<file path="src/rtl/weight_rom_sequencer.sv">
// Streams one kernel of coefficients from a sync weight ROM into a FIFO.
// Optional free-running mode: define WEIGHT_SEQ_LOOP_EN.
module weight_rom_sequencer #(
  parameter int KERN_SIZE  = 9,
  parameter int DATA_WIDTH = 16,
  parameter int REPEAT     = 1,
  parameter int ADDR_WIDTH = (KERN_SIZE > 1) ? $clog2(KERN_SIZE) : 1
) (
  input  logic                  ap_clk,
  input  logic                  ap_rst,
  input  logic                  ap_start,
  output logic                  ap_done,
  output logic                  ap_idle,
  output logic [ADDR_WIDTH-1:0] weight_V_address0,
  output logic                  weight_V_ce0,
  input  logic [DATA_WIDTH-1:0] weight_V_q0,
  output logic [DATA_WIDTH-1:0] output_V_din,
  input  logic                  output_V_full_n,
  output logic                  output_V_write
);

  localparam int PASS_W = (REPEAT > 1) ? $clog2(REPEAT) : 1;
  localparam logic [ADDR_WIDTH-1:0] ADDR_LAST =
    ADDR_WIDTH'(KERN_SIZE - 1);
  localparam logic [PASS_W-1:0] PASS_LAST =
    PASS_W'(REPEAT - 1);

  typedef enum logic [1:0] {
    S_IDLE,
    S_RUN,
    S_DRAIN,
    S_DONE
  } state_t;

  state_t                  state;
  logic [ADDR_WIDTH-1:0]   addr;
  logic [PASS_W-1:0]       pass;
  logic                    inflight;
  logic [DATA_WIDTH-1:0]   mem [2];
  logic                    rd_ptr;
  logic                    wr_ptr;
  logic [1:0]              cnt;
  logic [DATA_WIDTH-1:0]   last_q;

  logic                    pop;
  logic                    issue;
  logic                    drain_ok;
  logic [2:0]              occ;
  logic [2:0]              net;

  // Credit check: never let buffered + in-flight words exceed two.
  always_comb begin
    pop      = 1'b0;
    issue    = 1'b0;
    drain_ok = 1'b0;
    occ      = 3'd0;
    net      = 3'd0;
    pop      = (cnt != 2'd0) && output_V_full_n && !ap_rst;
    occ      = {1'b0, cnt} + {2'b0, inflight};
    net      = occ - {2'b0, pop};
    issue    = (state == S_RUN) && !ap_rst && (net < 3'd2);
    drain_ok = !inflight && (cnt == {1'b0, pop});
  end

  assign weight_V_ce0      = issue;
  assign weight_V_address0 = addr;
  assign output_V_write    = pop;
  assign output_V_din      = (cnt != 2'd0) ? mem[rd_ptr] : last_q;
  assign ap_done           = (state == S_DONE);
  assign ap_idle           = (state == S_IDLE);

  // Control FSM with address and pass counters.
  always_ff @(posedge ap_clk) begin
    if (ap_rst) begin
      state <= S_IDLE;
      addr  <= '0;
      pass  <= '0;
    end else begin
      case (state)
        S_IDLE: begin
          if (ap_start) state <= S_RUN;
        end
        S_RUN: begin
          if (issue) begin
            if (addr == ADDR_LAST) begin
              addr <= '0;
              if (pass == PASS_LAST) begin
                pass <= '0;
`ifdef WEIGHT_SEQ_LOOP_EN
                state <= S_RUN;
`else
                state <= S_DRAIN;
`endif
              end else begin
                pass <= pass + 1'b1;
              end
            end else begin
              addr <= addr + 1'b1;
            end
          end
        end
        S_DRAIN: begin
          if (drain_ok) state <= S_DONE;
        end
        S_DONE: begin
          state <= S_IDLE;
        end
        default: state <= S_IDLE;
      endcase
    end
  end

  // Two-entry skid buffer absorbing the ROM read latency.
  always_ff @(posedge ap_clk) begin
    if (ap_rst) begin
      inflight <= 1'b0;
      cnt      <= 2'd0;
      rd_ptr   <= 1'b0;
      wr_ptr   <= 1'b0;
      last_q   <= '0;
      mem[0]   <= '0;
      mem[1]   <= '0;
    end else begin
      inflight <= issue;
      if (inflight) begin
        mem[wr_ptr] <= weight_V_q0;
        wr_ptr      <= ~wr_ptr;
      end
      if (pop) begin
        rd_ptr <= ~rd_ptr;
        last_q <= mem[rd_ptr];
      end
      cnt <= cnt + {1'b0, inflight} - {1'b0, pop};
    end
  end

endmodule

</file>
<file path="config.mk">
export PLATFORM = sky130hd
export DESIGN_NAME = weight_rom_sequencer
export DESIGN_NICKNAME = d
export VERILOG_FILES = /design/src/rtl/weight_rom_sequencer.sv
export SDC_FILE = /design/constraint.sdc
export NUM_CORES = 1
export LEC_CHECK = 0
export CAP_MARGIN = 20
export CORE_MARGIN = 5
export CORE_UTILIZATION = 30
export DETAILED_ROUTE_END_ITERATION = 10
export SLEW_MARGIN = 5
export SYNTH_ARGS = -nofsm -noshare
export SYNTH_HDL_FRONTEND = slang
export SYNTH_SLANG_ARGS = --single-unit
</file>
<file path="constraint.sdc">
create_clock -name ap_clk -period 5.08 [get_ports ap_clk]
set_clock_uncertainty 0.2 [all_clocks]
set_input_delay 1.016 -clock ap_clk [delete_from_list [all_inputs] [get_ports ap_clk]]
set_output_delay 1.016 -clock ap_clk [all_outputs]
set_load 0.05 [all_outputs]
</file>
==> results.ini, run 1 <==
[clock_network]
insertion_delay_ns = 0.33
cts_resized = 0
cts.clk_slew.worst_paths_ns = 0.06
root_buffer = clkbuf_8
cts_buffer_depth = 2
numCtsBuffers = 9
cts_tree = yes
postCtsHoldBufs = 0
clock_sinks = 60
post_cts_buffers = 0
h-tree-depth = 3

[logic_synthesis]
syn_area_per_cell_um2 = 11.2
synth_seq_area_share_pct = 53.8
synth-seq-cells = 60
async_reset_ff_share_pct = 0
syn_nets = 281
synth_top_cell_area_share_pct = 34.0
syn_inst = 252
yosysTopAreaCell = edfxtp_1
synth_common_cells = 41 x nor2_1, 32 x and2_1, 32 x edfxtp_1, 28 x dfxtp_1, 19 x a21oi_1
synth_most_common_cell = nor2_1
synth_edf_count = 32
synth_cell_type_count = 36
synth_ff_type = edfxtp_1
ys.warnings.count = 0
synth_area_leaders = edfxtp_1 34%, dfxtp_1 20%, a211oi_2 7.1%
syn-cell-area_um2 = 2830

[placed_design]
place_hpwl_um = 3780
port_buffers = 43
gp_congestion = 0.736
pre_cts_ws_ns = 0.365

[detailed_routing]
first_pass_iters = 4
drc_errors = 0
antenna_left = 0
drtIter0Drc = 78
drt-total-wl_um = 5420
wl_per_cell_um = 12.7
avgViaCountPerCell = 4.27
vias = 1827

[finish]
fin_nets = 323
syn_to_final_growth_pct = 25.6
fillers = 896
antenna_cells = 0
drive_above_1_share_pct = 14.0

[setup_path]
r2r_cells = 12
criticalPathCategory = in2out
path_delay_family = adder cells
cpMaxStageDelayCell = fa_1
critPathBufInv = 4
crit_path_start_kind = input pin
cp.depth = 11
crit_chain = clkdlybuf4s50_1 -> and2_4 -> nor2b_1 -> ha_1 -> inv_1 -> ha_1 -> inv_1 -> fa_1 -> nor2b_2 -> and3_1 -> buf_12
worstPathMaxFanout = 5
required_ns = 3.86
arrival_ns = 3.49
end_kind = output pin
crit_path_max_incr_delay_ns = 0.49

[die]
io_pins = 44
die_w_um = 107
fp.dieArea_um2 = 11500
design.core.area_um2 = 9240
fp-row-count = 35
die_y_um = 107
start_util_pct = 30.6

[worst_hold_path]
hold_path.class = reg2reg
holdPathStages = 2

[sta]
final.period_utilization_pct = 92.6
setup_viol_count_final = 0
drv_slew = 0
hold_viol_final = 0
post-route-min-period_ns = 4.70
worstMarginPinSlew_ns = 0.959
rsz0062_at_grt = false
maxSlewHeadroom_pct = 36.0
tns_ns = 0
worst_slack_ns = 0.377
clock.fmax_mhz = 213

[global_routing]
grt_pass1_vias = 1787
grt_overflow = 0
grt_pass1_wl_um = 8780
antenna_found_initial = 0
grt_max_degree = 35
track_usage_pct = 9.93

[outcome]
status = completed

[pwr]
leakage_nw = 1.25
power_density_nw_per_um2 = 620
vdd_drop_max_mv = 0.191

[job]
maxCapViolations = 0

[flip-flops by register name, summed over array words and instances, names as in the netlist, named ones only]
register and count:
wr_ptr 1, weight_V_address0 4, state 2, mem 32
inflight 1, rd_ptr 1, cnt 2, last_q 16
[metrics by stage]
| step | hold slack [ns] | total power [mW] | instances | instance area [um^2] | utilization (%) |
|---|---|---|---|---|---|
| finish | 0.326 | 2.20 | 428 | 3550 | 38.5 |
| global placement | 0.294 | 1.82 | 412 | 3370 | 36.5 |
| CTS | 0.330 | 2.23 | 428 | 3550 | 38.5 |
| global route | 0.357 | 2.33 | 428 | 3550 | 38.5 |
| detailed placement | 0.301 | 1.83 | 412 | 3370 | 36.5 |
| floorplan | 0.280 | 1.51 | 252 | 2830 | - |
[worst reg2reg max path: cells and delay by family, from the launching register on]
| family | cells | cell delay, ns |
|---|---|---|
| flops | 1 | 0.35 |
| buf+inv | 2 | 0.10 |
| simple gates | 5 | 1.08 |
| fa+ha+maj | 3 | 0.92 |
| compound gates | 2 | 0.42 |
[cells in the final DEF, fill, tap and decap left out, types with 2 or more instances in the layout]
cell type | netlist | layout
clkinv_2 | 0 | 2
a21oi_1 | 19 | 19
nor2_1 | 41 | 41
a21o_2 | 2 | 2
xnor2_1 | 3 | 3
dfxtp_1 | 28 | 28
nand2_1 | 2 | 2
a211oi_2 | 16 | 16
nor3b_1 | 2 | 2
clkinv_1 | 0 | 2
edfxtp_1 | 32 | 32
clkbuf_8 | 0 | 9
buf_4 | 2 | 5
and3_1 | 2 | 2
and2_1 | 32 | 32
clkdlybuf4s50_1 | 0 | 42
nor2b_1 | 4 | 4
nand3_1 | 2 | 2
inv_1 | 9 | 9
mux2i_1 | 18 | 18
ha_1 | 8 | 8
[worst paths after layout]
path | slack (ns) | end | from
max reg2reg | 1.90 | weight_V_address0[3] | cnt[1]
max | 0.38 | weight_V_ce0 | output_V_full_n
min reg2reg | 0.33 | rd_ptr | rd_ptr
min | 0.33 | rd_ptr | rd_ptr
[logic make-up (layout without fill, tap and decap cells)]
kind of cell             Yosys count  count (layout)  synth area share, %
AO/OA/AOI/OAI                     43              43                 12.8
XOR/XNOR                           3               3                0.929
adder cells (fa/ha/maj)            9               9                 4.24
buffers and inverters             26              73                 4.69
flip-flops                        60              60                 53.8
multiplexers                      18              18                 6.37
AND/OR/NAND/NOR                   93              93                 17.2
[power by group]
part           internal [mW]  switching, mW
clock network          0.221          0.173
registers              0.613         0.0647
logic                  0.395          0.734
total                   1.23          0.972
[cell type report]
class	instances	area [um^2]	area share [%]
Clock buffer	10	128	3.59
Clock inverter	6	55.1	1.55
Timing Repair Buffer	48	478	13.5
Inverter	9	33.8	0.951
Sequential cell	60	1520	42.8
Tap cell	129	161	4.54
Multi-Input combinational cell	166	1180	33.1
[layer usage]
metal	up-vias	global-route usage [%]	share of wire, %
li1	961	-	-
met1	822	12.7	48
met2	34	15.4	45
met3	10	2.17	4.5
met4	0	5.75	1.7
met5	-	0	0
Power figures use the tool's default switching activity.
==> inputs of run 2 (changes only) <==
--- a/config.mk
+++ b/config.mk
@@ -9,6 +9,7 @@
 export CORE_MARGIN = 5
 export CORE_UTILIZATION = 30
 export DETAILED_ROUTE_END_ITERATION = 10
+export PLACE_DENSITY = 0.54
 export SLEW_MARGIN = 5
 export SYNTH_ARGS = -nofsm -noshare
 export SYNTH_HDL_FRONTEND = slang
==> constraint.sdc (replaced) <==
create_clock -name ap_clk -period 6.1 [get_ports ap_clk]
set_clock_uncertainty 0.2 [all_clocks]
set_input_delay 1.22 -clock ap_clk [delete_from_list [all_inputs] [get_ports ap_clk]]
set_output_delay 1.22 -clock ap_clk [all_outputs]
set_load 0.05 [all_outputs]
==> run 2 against run 1 <==
Effect of this change: register-to-register slack better by 0.67 ns; clock power about the same; routed wire length up 4.7%; hold slack worse by 0.0013 ns; sequential power down 17%; utilization up 0.35 points; first-iteration DRC count down 2.6%; largest cell class unchanged; largest power group unchanged; highest routed layer unchanged.
==> results.ini, run 2 (synthesized netlist as in run 1, its figures left out) <==
[clock_network]
h-tree-depth = 3  ; unchanged
cts.clk_slew.worst_paths_ns = 0.06  ; about the same
cts_buffer_depth = 2  ; unchanged
root_buffer = clkbuf_8
cts_tree = yes
cts_resized = 0  ; unchanged
numCtsBuffers = 9  ; unchanged
post_cts_buffers = 0  ; unchanged
postCtsHoldBufs = 0  ; unchanged
clock_sinks = 60  ; unchanged
insertion_delay_ns = 0.33  ; about the same

[finish]
drive_above_1_share_pct = 14.4  ; +0.38 points
syn_to_final_growth_pct = 26.7
fin_nets = 322  ; -0.31%
largest_register_ffs = 32  ; unchanged
antenna_cells = 0  ; unchanged
final_common_cell = clkdlybuf4s50_1
max_flop_register = mem
layout_common_cells = 42 x clkdlybuf4s50_1, 41 x nor2_1, 32 x and2_1, 32 x edfxtp_1, 28 x dfxtp_1

[global_routing]
grt_pass1_vias = 1799  ; +0.67%
grt_pass1_wl_um = 8910  ; +1.5%
grt_overflow = 0  ; unchanged
grt_max_degree = 35  ; unchanged
antenna_found_initial = 0  ; unchanged
track_usage_pct = 10.3  ; +0.39 points

[sta]
drv_slew = 0  ; unchanged
tns_ns = 0  ; unchanged
setup_viol_count_final = 0  ; unchanged
post-route-min-period_ns = 5.15
worstMarginPinSlew_ns = 0.971  ; +0.0123 ns
clock.fmax_mhz = 194
rsz0062_at_grt = false
worst_slack_ns = 0.948  ; +0.572 ns
final.period_utilization_pct = 84.5
hold_viol_final = 0  ; unchanged
maxSlewHeadroom_pct = 35.2  ; -0.82 points

[die]
fp.dieArea_um2 = 11500  ; unchanged
die_w_um = 107  ; unchanged
fp-row-count = 35  ; unchanged
design.core.area_um2 = 9240  ; unchanged
start_util_pct = 30.6  ; unchanged
io_pins = 44  ; unchanged
die_y_um = 107  ; unchanged

[worst_hold_path]
hold_path.class = reg2reg

[detailed_routing]
drc_errors = 0  ; unchanged
vias = 1878  ; +2.8%
wl_per_cell_um = 13.3  ; +4.9%
drt-total-wl_um = 5670  ; +4.7%
first_pass_iters = 4  ; unchanged
antenna_left = 0  ; unchanged
avgViaCountPerCell = 4.40  ; +3.0%
drtIter0Drc = 76  ; -2.6%

[placed_design]
pre_cts_ws_ns = 0.960  ; +0.595 ns
port_buffers = 43  ; unchanged
gp_congestion = 0.741  ; +0.68%
place_hpwl_um = 3720  ; -1.7%

[setup_path]
end_kind = output pin
worstPathMaxFanout = 5  ; unchanged
criticalPathCategory = in2out
arrival_ns = 3.73  ; +0.24 ns
crit_path_start_kind = input pin
required_ns = 4.68  ; +0.82 ns

[pwr]
vdd_drop_max_mv = 0.133  ; -30%
power_density_nw_per_um2 = 529  ; -15%
leakage_nw = 1.27  ; +1.0%

[job]
maxCapViolations = 0  ; unchanged

[outcome]
status = completed

-- run 2: critical path, cell delays in order --
cell             delay [ns]
clkdlybuf4s50_1        0.47
and2_4                 0.14
nor2b_1                0.17
ha_1                   0.26
inv_1                  0.06
ha_1                   0.13
inv_1                  0.05
fa_1                   0.49
nor2b_2                0.19
and3_1                 0.36
buf_12                 0.18
-- run 2: power breakdown --
group / internal (mW) / switching, mW
sequential: 0.511 / 0.0546
clock: 0.239 / 0.153
combinational: 0.328 / 0.611
total: 1.08 / 0.818
-- run 2: path summary, 6_finish.rpt --
kind         cells past startpoint                   end  slack (ns)       startpoint
min                              2                rd_ptr        0.32           rd_ptr
max                             11          weight_V_ce0        0.95  output_V_full_n
min reg2reg                      2                rd_ptr        0.32           rd_ptr
max reg2reg                     13  weight_V_address0[3]        2.57           cnt[1]
-- run 2: layout make-up --
| class | count | area (um^2) |
|---|---|---|
| repair buffers | 47 | 470 |
| fillers | 912 | 5650 |
| clock inverters | 5 | 76.3 |
| inverters | 9 | 33.8 |
| multi-input cells | 166 | 1180 |
| well taps | 129 | 161 |
| flip-flops and latches | 60 | 1520 |
| clock buffers | 11 | 141 |
-- run 2: stage by stage --
step	instances	cell area [um^2]	hold WS [ns]	total power [mW]	utilization, %
after floorplan	252	2830	0.280	1.26	-
after global placement	411	3370	0.294	1.52	36.5
after detailed placement	411	3370	0.308	1.52	36.5
after CTS	427	3590	0.329	1.92	38.8
after global routing	427	3590	0.356	2.00	38.8
final	427	3590	0.325	1.90	38.8
-- run 2: routing by layer --
metal / GRT usage [%] / up-vias / routed length, um
met2: 14.6 / 38 / 2470
met5: 0 / - / 0
met1: 14.1 / 876 / 2880
met3: 2.05 / 8 / 209
met4: 6.85 / 0 / 110
li1: - / 956 / -
